--- src/rtl/vtc_pkg.sv ---
// -----------------------------------------------------------------------------
// vtc_pkg -- shared constants and helpers for the parametrised video timing
// controller.
//
// Contents:
//   DEF_*          640x480@60 default timing constants
//   total()        active + front porch + sync + back porch
//   fits()         true when a value does not exceed 2**width (counter range check)
// -----------------------------------------------------------------------------
package vtc_pkg;

    localparam int DEF_H_ACTIVE = 640;
    localparam int DEF_H_FP     = 16;
    localparam int DEF_H_SYNC   = 96;
    localparam int DEF_H_BP     = 48;
    localparam int DEF_V_ACTIVE = 480;
    localparam int DEF_V_FP     = 10;
    localparam int DEF_V_SYNC   = 2;
    localparam int DEF_V_BP     = 33;
    localparam int DEF_CNT_W    = 16;

    function automatic int total(input int active, input int fp,
                                 input int sync, input int bp);
        return active + fp + sync + bp;
    endfunction

    // A counter of 'width' bits can address 'value' distinct positions
    // (0..value-1) when value <= 2**width.
    function automatic bit fits(input int width, input int value);
        return longint'(value) <= (longint'(1) << width);
    endfunction

endpackage

--- src/rtl/vtc_timing_axis.sv ---
// -----------------------------------------------------------------------------
// vtc_timing_axis -- one axis (horizontal or vertical) of the timing generator.
// Modulo-TOTAL counter with an increment enable plus combinational decode of
// the pre-increment count.
//
// Ports:
//   clk       in   clock
//   rst       in   asynchronous active-high reset (count -> 0)
//   inc_i     in   advance the count this cycle
//   cnt_o     out  current count, 0..TOTAL-1
//   last_o    out  count == TOTAL-1 (next increment wraps to 0)
//   zero_o    out  count == 0
//   sync_o    out  count inside the sync window
//   active_o  out  count inside the visible region
// -----------------------------------------------------------------------------
module vtc_timing_axis
    import vtc_pkg::*;
#(
    parameter int ACTIVE = DEF_H_ACTIVE,
    parameter int FP     = DEF_H_FP,
    parameter int SYNC   = DEF_H_SYNC,
    parameter int BP     = DEF_H_BP,
    parameter int CNT_W  = DEF_CNT_W
) (
    input  logic             clk,
    input  logic             rst,
    input  logic             inc_i,
    output logic [CNT_W-1:0] cnt_o,
    output logic             last_o,
    output logic             zero_o,
    output logic             sync_o,
    output logic             active_o
);

    localparam int TOTAL      = total(ACTIVE, FP, SYNC, BP);
    localparam int SYNC_START = ACTIVE + FP;
    localparam int SYNC_END   = ACTIVE + FP + SYNC;

    generate
        if (!fits(CNT_W, TOTAL)) begin : g_cnt_too_narrow
            $error("vtc_timing_axis: CNT_W too narrow for TOTAL");
        end
        if (FP == 0 || SYNC == 0 || BP == 0) begin : g_zero_interval
            $error("vtc_timing_axis: porch and sync widths must be non-zero");
        end
    endgenerate

    logic [CNT_W-1:0] cnt_q;
    logic [CNT_W-1:0] cnt_d;

    assign last_o = (cnt_q == CNT_W'(TOTAL - 1));

    always_comb begin
        cnt_d = cnt_q;
        if (inc_i) begin
            cnt_d = last_o ? '0 : cnt_q + CNT_W'(1);
        end
    end

    always_ff @(posedge clk or posedge rst) begin
        if (rst) begin
            cnt_q <= '0;
        end else begin
            cnt_q <= cnt_d;
        end
    end

    assign cnt_o    = cnt_q;
    assign zero_o   = (cnt_q == '0);
    assign sync_o   = (cnt_q >= CNT_W'(SYNC_START)) && (cnt_q < CNT_W'(SYNC_END));
    assign active_o = (cnt_q < CNT_W'(ACTIVE));

endmodule

--- src/rtl/vtc_param.sv ---
// -----------------------------------------------------------------------------
// vtc_param -- parametrised video timing controller (HS/VS, active video,
// coordinates, line/frame start strobes) with a pixel-clock enable.
//
// Ports:
//   clkin            in   system clock
//   reset            in   asynchronous active-high reset
//   pix_en           in   pixel tick; timing advances only when high
//   VGA_HS           out  horizontal sync, asserted level HS_POL
//   VGA_VS           out  vertical sync, asserted level VS_POL
//   activeVideo      out  current pixel is visible
//   horizontalValue  out  current column 0..H_TOTAL-1
//   verticalValue    out  current line 0..V_TOTAL-1
//   lineStart        out  one-clkin pulse at column 0
//   frameStart       out  one-clkin pulse at (0,0)
//   frameCount       out  frames since reset mod 256 (only with VTC_FRAME_CNT_EN)
//
// Optional feature macro: VTC_FRAME_CNT_EN adds the frameCount output.
//
// All outputs are registered from the pre-increment counter decode, so pixel
// (x,y) appears on the outputs at the same pix_en edge the counters leave it.
// -----------------------------------------------------------------------------
module vtc_param
    import vtc_pkg::*;
#(
    parameter int H_ACTIVE = DEF_H_ACTIVE,
    parameter int H_FP     = DEF_H_FP,
    parameter int H_SYNC   = DEF_H_SYNC,
    parameter int H_BP     = DEF_H_BP,
    parameter int V_ACTIVE = DEF_V_ACTIVE,
    parameter int V_FP     = DEF_V_FP,
    parameter int V_SYNC   = DEF_V_SYNC,
    parameter int V_BP     = DEF_V_BP,
    parameter int HS_POL   = 0,
    parameter int VS_POL   = 0,
    parameter int CNT_W    = DEF_CNT_W
) (
    input  logic             clkin,
    input  logic             reset,
    input  logic             pix_en,
    output logic             VGA_HS,
    output logic             VGA_VS,
    output logic             activeVideo,
    output logic [CNT_W-1:0] horizontalValue,
    output logic [CNT_W-1:0] verticalValue,
    output logic             lineStart,
    output logic             frameStart
`ifdef VTC_FRAME_CNT_EN
    ,
    output logic [7:0]       frameCount
`endif
);

    localparam logic HS_ON = (HS_POL != 0);
    localparam logic VS_ON = (VS_POL != 0);

    logic [CNT_W-1:0] h_cnt, v_cnt;
    logic             h_last, h_zero, h_sync, h_active;
    logic             v_zero, v_sync, v_active;
    // The frame boundary is recognised from v_cnt==0, so the vertical
    // wrap flag has no consumer.
    logic             v_last_unused;

    vtc_timing_axis #(
        .ACTIVE (H_ACTIVE), .FP (H_FP), .SYNC (H_SYNC), .BP (H_BP), .CNT_W (CNT_W)
    ) u_h_axis (
        .clk      (clkin),
        .rst      (reset),
        .inc_i    (pix_en),
        .cnt_o    (h_cnt),
        .last_o   (h_last),
        .zero_o   (h_zero),
        .sync_o   (h_sync),
        .active_o (h_active)
    );

    // Lines advance on the pixel tick that wraps the column counter, which
    // also keeps VS edges aligned to column 0.
    vtc_timing_axis #(
        .ACTIVE (V_ACTIVE), .FP (V_FP), .SYNC (V_SYNC), .BP (V_BP), .CNT_W (CNT_W)
    ) u_v_axis (
        .clk      (clkin),
        .rst      (reset),
        .inc_i    (pix_en && h_last),
        .cnt_o    (v_cnt),
        .last_o   (v_last_unused),
        .zero_o   (v_zero),
        .sync_o   (v_sync),
        .active_o (v_active)
    );

    logic             hs_q, vs_q, active_q, line_start_q, frame_start_q;
    logic [CNT_W-1:0] hval_q, vval_q;

    always_ff @(posedge clkin or posedge reset) begin
        if (reset) begin
            hs_q          <= ~HS_ON;
            vs_q          <= ~VS_ON;
            active_q      <= 1'b0;
            hval_q        <= '0;
            vval_q        <= '0;
            line_start_q  <= 1'b0;
            frame_start_q <= 1'b0;
        end else begin
            // Strobes are refreshed every clkin so they last exactly one cycle.
            line_start_q  <= pix_en && h_zero;
            frame_start_q <= pix_en && h_zero && v_zero;
            if (pix_en) begin
                hs_q     <= h_sync ? HS_ON : ~HS_ON;
                vs_q     <= v_sync ? VS_ON : ~VS_ON;
                active_q <= h_active && v_active;
                hval_q   <= h_cnt;
                vval_q   <= v_cnt;
            end
        end
    end

    assign VGA_HS          = hs_q;
    assign VGA_VS          = vs_q;
    assign activeVideo     = active_q;
    assign horizontalValue = hval_q;
    assign verticalValue   = vval_q;
    assign lineStart       = line_start_q;
    assign frameStart      = frame_start_q;

`ifdef VTC_FRAME_CNT_EN
    logic [7:0] frame_cnt_q;

    // Counts on the same edge frameStart rises, so frame 1 reads 1.
    always_ff @(posedge clkin or posedge reset) begin
        if (reset) begin
            frame_cnt_q <= 8'd0;
        end else if (pix_en && h_zero && v_zero) begin
            frame_cnt_q <= frame_cnt_q + 8'd1;
        end
    end

    assign frameCount = frame_cnt_q;
`endif

endmodule

--- config.mk ---
export PLATFORM = sky130hd
export DESIGN_NAME = vtc_param
export DESIGN_NICKNAME = d
export VERILOG_FILES = /design/src/rtl/vtc_pkg.sv /design/src/rtl/vtc_timing_axis.sv /design/src/rtl/vtc_param.sv
export SDC_FILE = /design/constraint.sdc
export NUM_CORES = 1
export LEC_CHECK = 0
export BUFFER_PORTS_ARGS = -buffer_cell sky130_fd_sc_hd__buf_4
export CAP_MARGIN = 20
export CORE_MARGIN = 2
export CORE_UTILIZATION = 57
export CTS_CLUSTER_DIAMETER = 200
export DETAILED_ROUTE_END_ITERATION = 8
export MAX_ROUTING_LAYER = met4
export PLACE_DENSITY = 0.81
export SLEW_MARGIN = 20
export SYNTH_ARGS = -nofsm -noshare
export SYNTH_HDL_FRONTEND = slang
export SYNTH_SLANG_ARGS = --single-unit
--- constraint.sdc ---
create_clock -name clkin -period 2.4 [get_ports clkin]
set_clock_uncertainty 0.15 [all_clocks]
set_input_delay 0.36 -clock clkin [delete_from_list [all_inputs] [get_ports clkin]]
set_output_delay 0.36 -clock clkin [all_outputs]
set_load 0.005 [all_outputs]
==> flow_metrics.py <==
metrics = {
    "status": {
        "outcome": "complete, no violations",
    },
    "clocking": {
        "cts_buffers": 9,
        "clk_path_buf_depth": 2,
        "ctsResizeCount": 0,
        "cts_tree": "yes",
        "postCtsHoldBufs": 1,
        "path_clk_slew_ps": 70,
        "clock-sinks": 69,
        "htree_levels": 3,
        "root_buffer": "clkbuf_8",
        "cts_setup_buffers": 0,
        "clk_latency_ps": 340,
    },
    "synth": {
        "synth_flop_cell": "dfrtp_1",
        "synth-async-reset-ratio_pct": 100,
        "yosysTopAreaCellShare_pct": 53.7,
        "synth-edff-count": 0,
        "yosys_warnings": 0,
        "syn_area_per_cell_um2": 12.2,
        "ys_types": 44,
        "syn_nets": 263,
        "yosysSeqAreaShare_pct": 55.3,
        "ys_seq_elements": 69,
        "syn_inst": 256,
        "synth_area_um2": 3120,
        "yosys.area.top_type": "dfrtp_1",
        "synth.area.top_cells": "dfrtp_1, mux2_2, xnor2_1",
    },
    "final_layout": {
        "drive_gt1_share_pct": 31.5,
        "fin_area_um2": 3670,
        "layout_common_cells": "dfrtp_1, buf_4, mux2_2",
        "area_delta_synth_final_pct": 17.5,
        "diodes": 0,
        "final_common_cell": "dfrtp_1",
        "nets": 307,
    },
    "routing": {
        "drt-initial-drc-count": 128,
        "viasPerCell": 5.57,
        "postRouteWirelength_um": 5660,
        "drc_errors": 0,
        "ant_nets": 0,
        "first_pass_iters": 4,
        "vias": 2089,
        "wl_per_cell_um": 15.1,
    },
    "floorplan": {
        "dieWidth_um": 78.0,
        "start_util_pct": 60.0,
        "ios": 40,
        "row_count": 26,
        "die_area_um2": 6090,
        "die_y_um": 78.0,
        "core_area_um2": 5200,
    },
    "power": {
        "p_leak_uw": 0.00172,
        "p_clk_share_pct": 33.6,
        "pwr-share-seq_pct": 54.6,
        "p_sw_share_pct": 25.1,
        "p_per_area_nw_per_um2": 667,
        "max-vdd-ir-drop_uv": 548,
        "p_total_uw": 2450,
        "switching_power_uw": 614,
        "internal-power_uw": 1830,
        "comb_power_share_pct": 11.9,
    },
    "critical_path": {
        "required_ps": 2460,
        "cpPeakStageDelay_ps": 540,
        "ff2ff_setup_slack_ps": 280,
        "worstPathArrival_ps": 2170,
        "critPathSlowestCell": "and4_1",
        "worstSetupPathType": "register to register",
        "cp_cell_sequence": "nor4_4, and4_1, and2_1, mux2i_1",
        "path_max_fanout": 14,
        "end_kind": "register",
        "start_kind": "register",
    },
    "global_route": {
        "grt_pass1_vias": 2065,
        "grt_pass1_wl_um": 9900,
        "track_usage_pct": 21.6,
        "grt_max_degree": 44,
        "overflow": 0,
        "antenna_found_initial": 0,
    },
    "placed_design": {
        "io_buffers": 39,
        "gp_congestion": 0.803,
        "dp_hpwl_um": 4010,
        "pre_cts_slack_ps": 285,
        "dpl-instance-area_um2": 3490,
    },
    "timing": {
        "timing.final.ws_setup_ps": 283,
        "hold_violations": 0,
        "worst_pin_slew_ps": 575,
        "setup_viol": 0,
        "fmax_mhz": 472,
        "period_needed_ps": 2120,
        "fin_crit_sh_pct": 88.2,
        "rsz0062_at_grt": "false",
        "setup_tns_ps": 0,
        "relSlewSlack_pct": 61.6,
        "drv_slew": 0,
    },
    "run": {
        "maxCapViolations": 0,
    },
    "hold_path": {
        "hp-class": "input port to register",
    },
}
## registers in the layout, indices dropped and copies added (netlist names)
| register | count |
|---|---|
| activeVideo | 1 |
| u_v_axis.cnt_o | 16 |
| VGA_VS | 1 |
| lineStart | 1 |
| verticalValue | 16 |
| frameStart | 1 |
| VGA_HS | 1 |
| horizontalValue | 16 |
| u_h_axis.cnt_o | 16 |
## routing by layer
layer / global-route usage, % / part of all wire (%)
met3: 5.86 / 4.0
met1: 28.5 / 45
met5: - / 0
met4: 8.25 / 0.74
met2: 32.5 / 50
## path summary, 6_finish.rpt
check                                    from                 to  depth (start not counted)
max                        u_h_axis.cnt_o[12]  u_v_axis.cnt_o[0]                          4
min                                    pix_en  u_h_axis.cnt_o[0]                          2
max reg2reg                u_h_axis.cnt_o[12]  u_v_axis.cnt_o[0]                          4
min reg2reg                  verticalValue[6]   verticalValue[6]                          1
max in group asynchronous               reset             VGA_HS                          4
min in group asynchronous               reset   verticalValue[3]                          3
## through the flow
stage / hold slack [ps] / cells / util [%]
after detailed placement: 314 / 358 / 67.0
after global placement: 307 / 358 / 67.0
after floorplan: 325 / 256 / -
after CTS: 257 / 375 / 70.5
after global routing: 287 / 375 / 70.5
final: 270 / 375 / 70.5
## cell families (layout without fill, tap and decap cells)
kind of cell | Yosys count | after routing | share of synthesized area, %
compound gates | 15 | 15 | 3.76
simple gates | 85 | 85 | 16.7
xor+xnor | 23 | 23 | 6.45
flops | 69 | 69 | 55.3
mux | 35 | 35 | 12.5
buf+inv | 25 | 74 | 3.64
fa+ha+maj | 4 | 4 | 1.60
## power by group through the flow
stage	sequential [uW]	clock, uW	combinational, uW
4_1_cts	1340	847	298
6_report	1330	821	291
3_3_place_gp	1350	0	282
3_5_place_dp	1360	0	297
2_1_floorplan	1320	0	193
5_1_grt	1350	906	326
## synthesized netlist by cell type (all sizes together) (2+ instances only)
cell type	n
o211ai	3
xor2	7
mux2i	2
nor2	14
and3	4
a22o	3
clkbuf	5
nor4b	2
and4	4
dfstp	2
a31oi	2
ha	4
nand4	11
nand3	11
and4b	2
mux2	33
nand3b	2
nand2	10
xnor2	16
inv	13
buf	7
nor3	11
and2	2
dfrtp	67
nor4	7
## critical path, delay by kind of cell (launching register included)
family	cells	cell delay [ps]
muxes	1	120
and+or+nand+nor	3	1260
DFF	1	450
## layout make-up
class	count	area (um2)
Inverter	13	48.8
Tap cell	70	87.6
Clock buffer	15	166
Timing Repair Buffer	45	353
Multi-Input combinational cell	162	1280
Clock inverter	1	5.00
Sequential cell	69	1730
Fill cell	401	1530
(Power assumes the default switching activity.)
